<file path="src/rtl/rst_req_pkg.sv">
// rtl/rst_req_pkg.sv - shared types and constants for the reset-request controller
package rst_req_pkg;

    // Controller FSM: ASSERT holds the downstream reset request high
    typedef enum logic {
        ST_IDLE   = 1'b0,
        ST_ASSERT = 1'b1
    } state_t;

    // Bit positions inside the 4-bit cause register
    localparam int CAUSE_BTN = 0;
    localparam int CAUSE_SW  = 1;
    localparam int CAUSE_WD  = 2;
    localparam int CAUSE_POR = 3;

    // Bit positions of the keyed software command in io_din[15:0]
    localparam int CMD_REQ = 0;
    localparam int CMD_CLR = 1;

    localparam logic [15:0] DEFAULT_SW_KEY = 16'hA5C3;

    localparam logic [3:0] CAUSE_POR_VAL = 4'b1000;

    // Reset counter increment that sticks at 255 instead of wrapping
    function automatic logic [7:0] sat_inc(input logic [7:0] value);
        return (value == 8'hFF) ? 8'hFF : value + 8'd1;
    endfunction

endpackage

</file>
<file path="src/rtl/rst_req_btn_debounce.sv">
// rtl/rst_req_btn_debounce.sv - button synchroniser, polarity fix, debounce and press pulse
module btn_debounce #(
    parameter int DEBOUNCE_CYCLES = 100000,
    parameter bit BTN_ACTIVE_LOW  = 1'b1
) (
    input  logic clk,
    input  logic rst,
    input  logic btn_in,
    output logic btn_req
);

    localparam int CW = (DEBOUNCE_CYCLES > 1) ? $clog2(DEBOUNCE_CYCLES) : 1;
    localparam logic [CW-1:0] CNT_LAST = CW'(DEBOUNCE_CYCLES - 1);
    localparam logic [CW-1:0] CNT_ONE  = CW'(1);
    // Level the raw pin shows when nobody is pressing the button
    localparam logic PIN_IDLE = BTN_ACTIVE_LOW ? 1'b1 : 1'b0;

    logic [1:0]    r_sync;
    logic          r_stable;
    logic [CW-1:0] r_cnt;
    logic          r_req;
    logic          w_btn_s;

    // 1 = pressed, regardless of how the pin is wired
    assign w_btn_s = BTN_ACTIVE_LOW ? ~r_sync[1] : r_sync[1];
    assign btn_req = r_req;

    // Two-flop synchroniser for the asynchronous pin
    always_ff @(posedge clk or posedge rst) begin
        if (rst) begin
            r_sync <= {2{PIN_IDLE}};
        end else begin
            r_sync <= {r_sync[0], btn_in};
        end
    end

    // Stable level only follows btn_s after it has disagreed for DEBOUNCE_CYCLES
    // consecutive cycles; a new press (released->pressed) emits one request pulse
    always_ff @(posedge clk or posedge rst) begin
        if (rst) begin
            r_stable <= 1'b0;
            r_cnt    <= '0;
            r_req    <= 1'b0;
        end else begin
            r_req <= 1'b0;
            if (w_btn_s != r_stable) begin
                if (r_cnt == CNT_LAST) begin
                    r_stable <= w_btn_s;
                    r_cnt    <= '0;
                    r_req    <= w_btn_s;
                end else begin
                    r_cnt <= r_cnt + CNT_ONE;
                end
            end else begin
                r_cnt <= '0;
            end
        end
    end

endmodule

</file>
<file path="src/rtl/rst_req.sv">
// rtl/rst_req.sv - merges button, watchdog and software reset sources into a fixed pulse
module rst_req
    import rst_req_pkg::*;
#(
    parameter int          DEBOUNCE_CYCLES = 100000,
    parameter int          PULSE_LEN       = 16,
    parameter bit          BTN_ACTIVE_LOW  = 1'b1,
    parameter logic [15:0] SW_KEY          = DEFAULT_SW_KEY
) (
    input  logic        clk,
    input  logic        rst,
    input  logic        btn_in,
    input  logic        wd_timeout,
    input  logic        io_en,
    input  logic        io_we,
    input  logic [31:0] io_din,
    output logic [31:0] io_dout,
    output logic        io_ack,
    output logic        rst_out
);

    localparam int PW = (PULSE_LEN > 1) ? $clog2(PULSE_LEN) : 1;
    localparam logic [PW-1:0] PCNT_LAST = PW'(PULSE_LEN - 1);
    localparam logic [PW-1:0] PCNT_ONE  = PW'(1);

    state_t        r_state;
    state_t        w_state_nxt;
    logic [PW-1:0] r_pcnt;
    logic [PW-1:0] w_pcnt_nxt;
    logic [3:0]    r_cause;
    logic [7:0]    r_count;

    logic          w_btn_req;
    logic          w_sw_wr;
    logic          w_sw_req;
    logic          w_sw_clr;
    logic [3:0]    w_src;
    logic          w_accept;
    logic [7:0]    w_count_base;
    logic          w_unused_din;

    btn_debounce #(
        .DEBOUNCE_CYCLES (DEBOUNCE_CYCLES),
        .BTN_ACTIVE_LOW  (BTN_ACTIVE_LOW)
    ) u_btn (
        .clk     (clk),
        .rst     (rst),
        .btn_in  (btn_in),
        .btn_req (w_btn_req)
    );

    // Keyed software command decode; a wrong key makes the write a no-op
    assign w_sw_wr  = io_en & io_we & (io_din[31:16] == SW_KEY);
    assign w_sw_req = w_sw_wr & io_din[CMD_REQ];
    assign w_sw_clr = w_sw_wr & io_din[CMD_CLR];
    assign w_unused_din = ^io_din[15:2];

    // Gather all request sources of this cycle into cause-register layout
    always_comb begin
        w_src            = '0;
        w_src[CAUSE_BTN] = w_btn_req;
        w_src[CAUSE_SW]  = w_sw_req;
        w_src[CAUSE_WD]  = wd_timeout;
    end

    // Next-state logic: IDLE accepts any request, ASSERT runs PULSE_LEN cycles and drops requests
    always_comb begin
        w_state_nxt = r_state;
        w_pcnt_nxt  = r_pcnt;
        w_accept    = 1'b0;
        case (r_state)
            ST_IDLE: begin
                w_pcnt_nxt = '0;
                if (|w_src) begin
                    w_accept    = 1'b1;
                    w_state_nxt = ST_ASSERT;
                end
            end
            ST_ASSERT: begin
                if (r_pcnt == PCNT_LAST) begin
                    w_state_nxt = ST_IDLE;
                    w_pcnt_nxt  = '0;
                end else begin
                    w_pcnt_nxt = r_pcnt + PCNT_ONE;
                end
            end
            default: begin
                w_state_nxt = ST_IDLE;
                w_pcnt_nxt  = '0;
            end
        endcase
    end

    // State and pulse counter; power-on reset starts a full pulse
    always_ff @(posedge clk or posedge rst) begin
        if (rst) begin
            r_state <= ST_ASSERT;
            r_pcnt  <= '0;
        end else begin
            r_state <= w_state_nxt;
            r_pcnt  <= w_pcnt_nxt;
        end
    end

    // A software clear in the same cycle as an accepted request is applied first
    assign w_count_base = w_sw_clr ? 8'h00 : r_count;

    // Cause/count register, only cleared by power-on reset or a keyed clear
    always_ff @(posedge clk or posedge rst) begin
        if (rst) begin
            r_cause <= CAUSE_POR_VAL;
            r_count <= 8'h00;
        end else if (w_accept) begin
            r_cause <= w_src;
            r_count <= sat_inc(w_count_base);
        end else if (w_sw_clr) begin
            r_cause <= 4'h0;
            r_count <= 8'h00;
        end
    end

    assign rst_out = (r_state == ST_ASSERT);
    assign io_ack  = io_en;
    assign io_dout = (io_en && !io_we) ? {16'h0000, r_count, 4'h0, r_cause} : 32'h0000_0000;

endmodule

</file>
<file path="config.mk">
export PLATFORM = sky130hd
export DESIGN_NAME = rst_req
export DESIGN_NICKNAME = d
export VERILOG_FILES = /design/src/rtl/rst_req_pkg.sv /design/src/rtl/rst_req_btn_debounce.sv /design/src/rtl/rst_req.sv
export SDC_FILE = /design/constraint.sdc
export NUM_CORES = 1
export LEC_CHECK = 0
export ABC_AREA = 1
export CORE_MARGIN = 8
export CORE_UTILIZATION = 34
export DETAILED_ROUTE_END_ITERATION = 12
export SYNTH_ARGS = -nofsm -noshare
export SYNTH_HDL_FRONTEND = slang
export SYNTH_SLANG_ARGS = --single-unit
</file>
<file path="constraint.sdc">
create_clock -name clk -period 2.2 [get_ports clk]
set_clock_uncertainty 0.2 [all_clocks]
set_input_delay 0.33 -clock clk [delete_from_list [all_inputs] [get_ports clk]]
set_output_delay 0.33 -clock clk [all_outputs]
set_load 0.02 [all_outputs]
</file>
==> run summary <==
status -> complete, no violations
Initial DRT Pass Iterations -> 4
Die ar. -> 9260 um2
Tot GR Track Use -> 10.5%
largest net degree at the start of global routing -> 39
Area contributors post-synth -> dfrtp_1 39%, nand2_1 9.4%, buf_4 7.2%
via count -> 1753
hold_ws -> 163 ps
vias in the first global route -> 1741
Worst VDD drop -> 293 uV
global-route wire length before repair -> 7.77 mm
final slew viol count -> 0
DRT Wirelength -> 4.59 mm
Post-Syn Area per Cell -> 7.96 um2
FF-to-FF End -> u_btn.r_cnt[16]
RSZ-0062 raised after global routing -> no
Post-synth EDFFs -> 0
number of setup violations in the final report -> 0
Peak Freq -> 0.484 GHz
post-synth design cell area -> 2190 um2
top-count cell post-synth -> nand2_1
# rows -> 29
H-tree levels -> 2
Max-Cap Viols -> 0
IO Pins -> 72
Post-Layout Cell Count -> 401
Worst EP arrival -> 1540 ps
CP dominant cell by count -> clkdlybuf4s50_1
area grow syn2layout -> 23.3%
Reg clk slew, reported paths -> 70 ps
CTS tree -> built
detailed-route DRC error count -> 0
initial antenna violation count -> 0
Min-Delay Endpoint -> u_btn.r_sync[1]
Die H -> 96.3 um
Buf+Inv Stages, Crit Path -> 3
Num CTS Buffers -> 5
CP endpoint kind -> primary output
Vias/cell -> 4.37
DP Wirelength -> 3.55 mm
Post-Synthesis Cells -> 275
Slowest-stage cell, CP -> clkdlybuf4s50_1
GPL Wtd Cong -> 0.785
count of buffers from port buffering -> 37
final hold violation count -> 0
Clock Latency Late Sink -> 290 ps
diodes inserted -> 0
Root Driver -> clkbuf_8
Core Util, Final -> 43.0%
Synth top area share -> 38.9%
Worst Path Required -> 1670 ps
YS warnings -> 0
Clock Path Buffers -> 2
final setup margin -> 132 ps
Leakage -> 1.38 nW
WL per Instance -> 11.5 um
ys async rst share -> 100%
Initial Utilization -> 34.9%
r2r setup slk -> 290 ps
dpl cells -> 393
layout cells sized above 1 -> 12.0%
pwr dens -> 673 nW/um2
top cells by count, synth -> 55 x nand2_1, 42 x nor2_1, 40 x inv_1
Synth area leader -> dfrtp_1
crit-path max cell delay -> 590 ps
flops & latches, synth -> 38
Hold WC Path Type -> flip-flop to flip-flop
cells on worst reg2reg path -> 10
crit path max fanout -> 3
die width -> 96.3 um
final worst path period share -> 94.0%
dpl ws -> -132 ps
final antenna-violating net count -> 0
clock sinks -> 38
Crit path max-delay family -> buffers and inverters
fin nets -> 363
Hold Path Cell Cnt -> 0
Reg-to-Reg Start -> u_btn.r_cnt[0]
Hold-fix buffers, CTS -> 0
grt total ovfl -> 0
sequential area share after synthesis -> 43.7%
Critical Path Start Type -> primary input
WS Path Type -> primary input to primary output
main flop type after synthesis -> dfrtp_1
hold wc startpoint -> u_btn.r_sync[0]
worst-path cell chain -> clkdlybuf4s50_1 -> buf_4 -> clkdlybuf4s50_1
Placeable Area -> 6280 um2
post-synthesis cell type count -> 33
iteration-0 DRC count of the detailed router -> 48
Final min period -> 2070 ps
==> worst max-delay path by stage <==
stage	startpoint	endpoint	slack (ps)	depth (start not counted)
CTS	io_en	io_ack	120	3
finish	io_en	io_ack	130	3
global placement	io_en	io_dout[1]	-110	5
detailed placement	io_en	io_dout[11]	-130	5
global route	io_din[31]	r_count[6]	30	11
floorplan	u_btn.r_cnt[0]	u_btn.r_cnt[16]	480	10
==> logic make-up after synthesis <==
| group | Yosys count | share of synthesized area, % |
|---|---|---|
| buffers and inverters | 64 | 14.7 |
| DFF | 38 | 43.7 |
| adders and majority gates | 2 | 1.14 |
| xor gates and xnor gates | 7 | 2.80 |
| other | 1 | 0.171 |
| and+or+nand+nor | 149 | 33.9 |
| AOI/OAI and AO/OA | 14 | 3.60 |
==> state kept, by name, summed over array words and instances, names as in the netlist <==
name,cells
r_cause,4
r_count,8
r_pcnt,4
rst_out,1
u_btn.btn_req,1
u_btn.r_cnt,17
u_btn.r_stable,1
u_btn.r_sync,2
==> worst reg2reg max path: stages, from the launching register on <==
cell and delay, ps:
dfrtp_1 390, ha_1 210, nand3_2 140, nor2_4 170, nand3_2 120, nor3_4 170
nand3_2 120, nor2_2 120, nand2_1 60, nand3_1 60, nor2_1 40
==> per-layer routing <==
layer  part of all wire, %  track usage, %  vias to the layer above
li1                      -               -                      918
met1                    46            13.0                      785
met2                    43            16.8                       44
met3                   9.4            3.51                        6
met4                   1.3            3.46                        0
met5                     0               0                        -
==> area by class of cell <==
| cell class | instances | area (um2) |
|---|---|---|
| Fill cell | 659 | 3580 |
| Multi-Input combinational cell | 192 | 983 |
| Sequential cell | 38 | 956 |
| Timing Repair Buffer | 46 | 423 |
| Inverter | 40 | 150 |
| Tap cell | 77 | 96.3 |
| Clock buffer | 7 | 86.3 |
| Clock inverter | 1 | 5.00 |
==> cell usage in the layout, fill, tap and decap left out <==
master           Yosys  routed
xor2_1               5       5
xnor2_1              2       2
o21ai_0              5       5
dfrtp_1             34      34
nand3_1             16      16
nand2_4              1       1
clkbuf_1             1       1
clkbuf_8             0       6
nand4_1              6       6
nor2_4               4       4
nand2_2              2       2
nor2_1              42      42
or2_0                1       1
buf_4               21       9
nand3_2              6       6
nor3b_1              3       3
conb_1               1      20
nand2_1             55      55
a21boi_1             1       1
nor3_4               1       1
a21oi_1              5       5
nor4_1               1       1
ha_1                 2       2
nor3_2               1       1
and3_2               1       1
dlygate4sd2_1        0      12
clkinv_2             0       1
inv_1               40      40
o22ai_1              1       1
nor3_1               5       5
nor2_8               1       1
or3_1                1       1
a211oi_1             2       2
dfstp_2              4       4
nor2_2               2       2
clkdlybuf4s50_1      0      25
==> power breakdown <==
group	total (mW)	switching, mW	internal, mW
Combinational	0.445	0.265	0.181
Sequential	0.879	0.0746	0.805
Clock	0.493	0.240	0.253
Total	1.82	0.580	1.24
==> through the flow <==
step	power, mW	instance area (um2)	TNS, ps
floorplan	1.21	2260	0
global placement	1.34	2620	-1330
detailed placement	1.36	2620	-1590
CTS	1.85	2700	0
global route	1.95	2700	0
finish	1.82	2700	0
==> timing repair <==
action                                  4_1_cts  5_1_grt
resized for setup                            12        0
buffers inserted                              0        0
endpoints found under the setup margin       12        0
(Power assumes the default switching activity.)
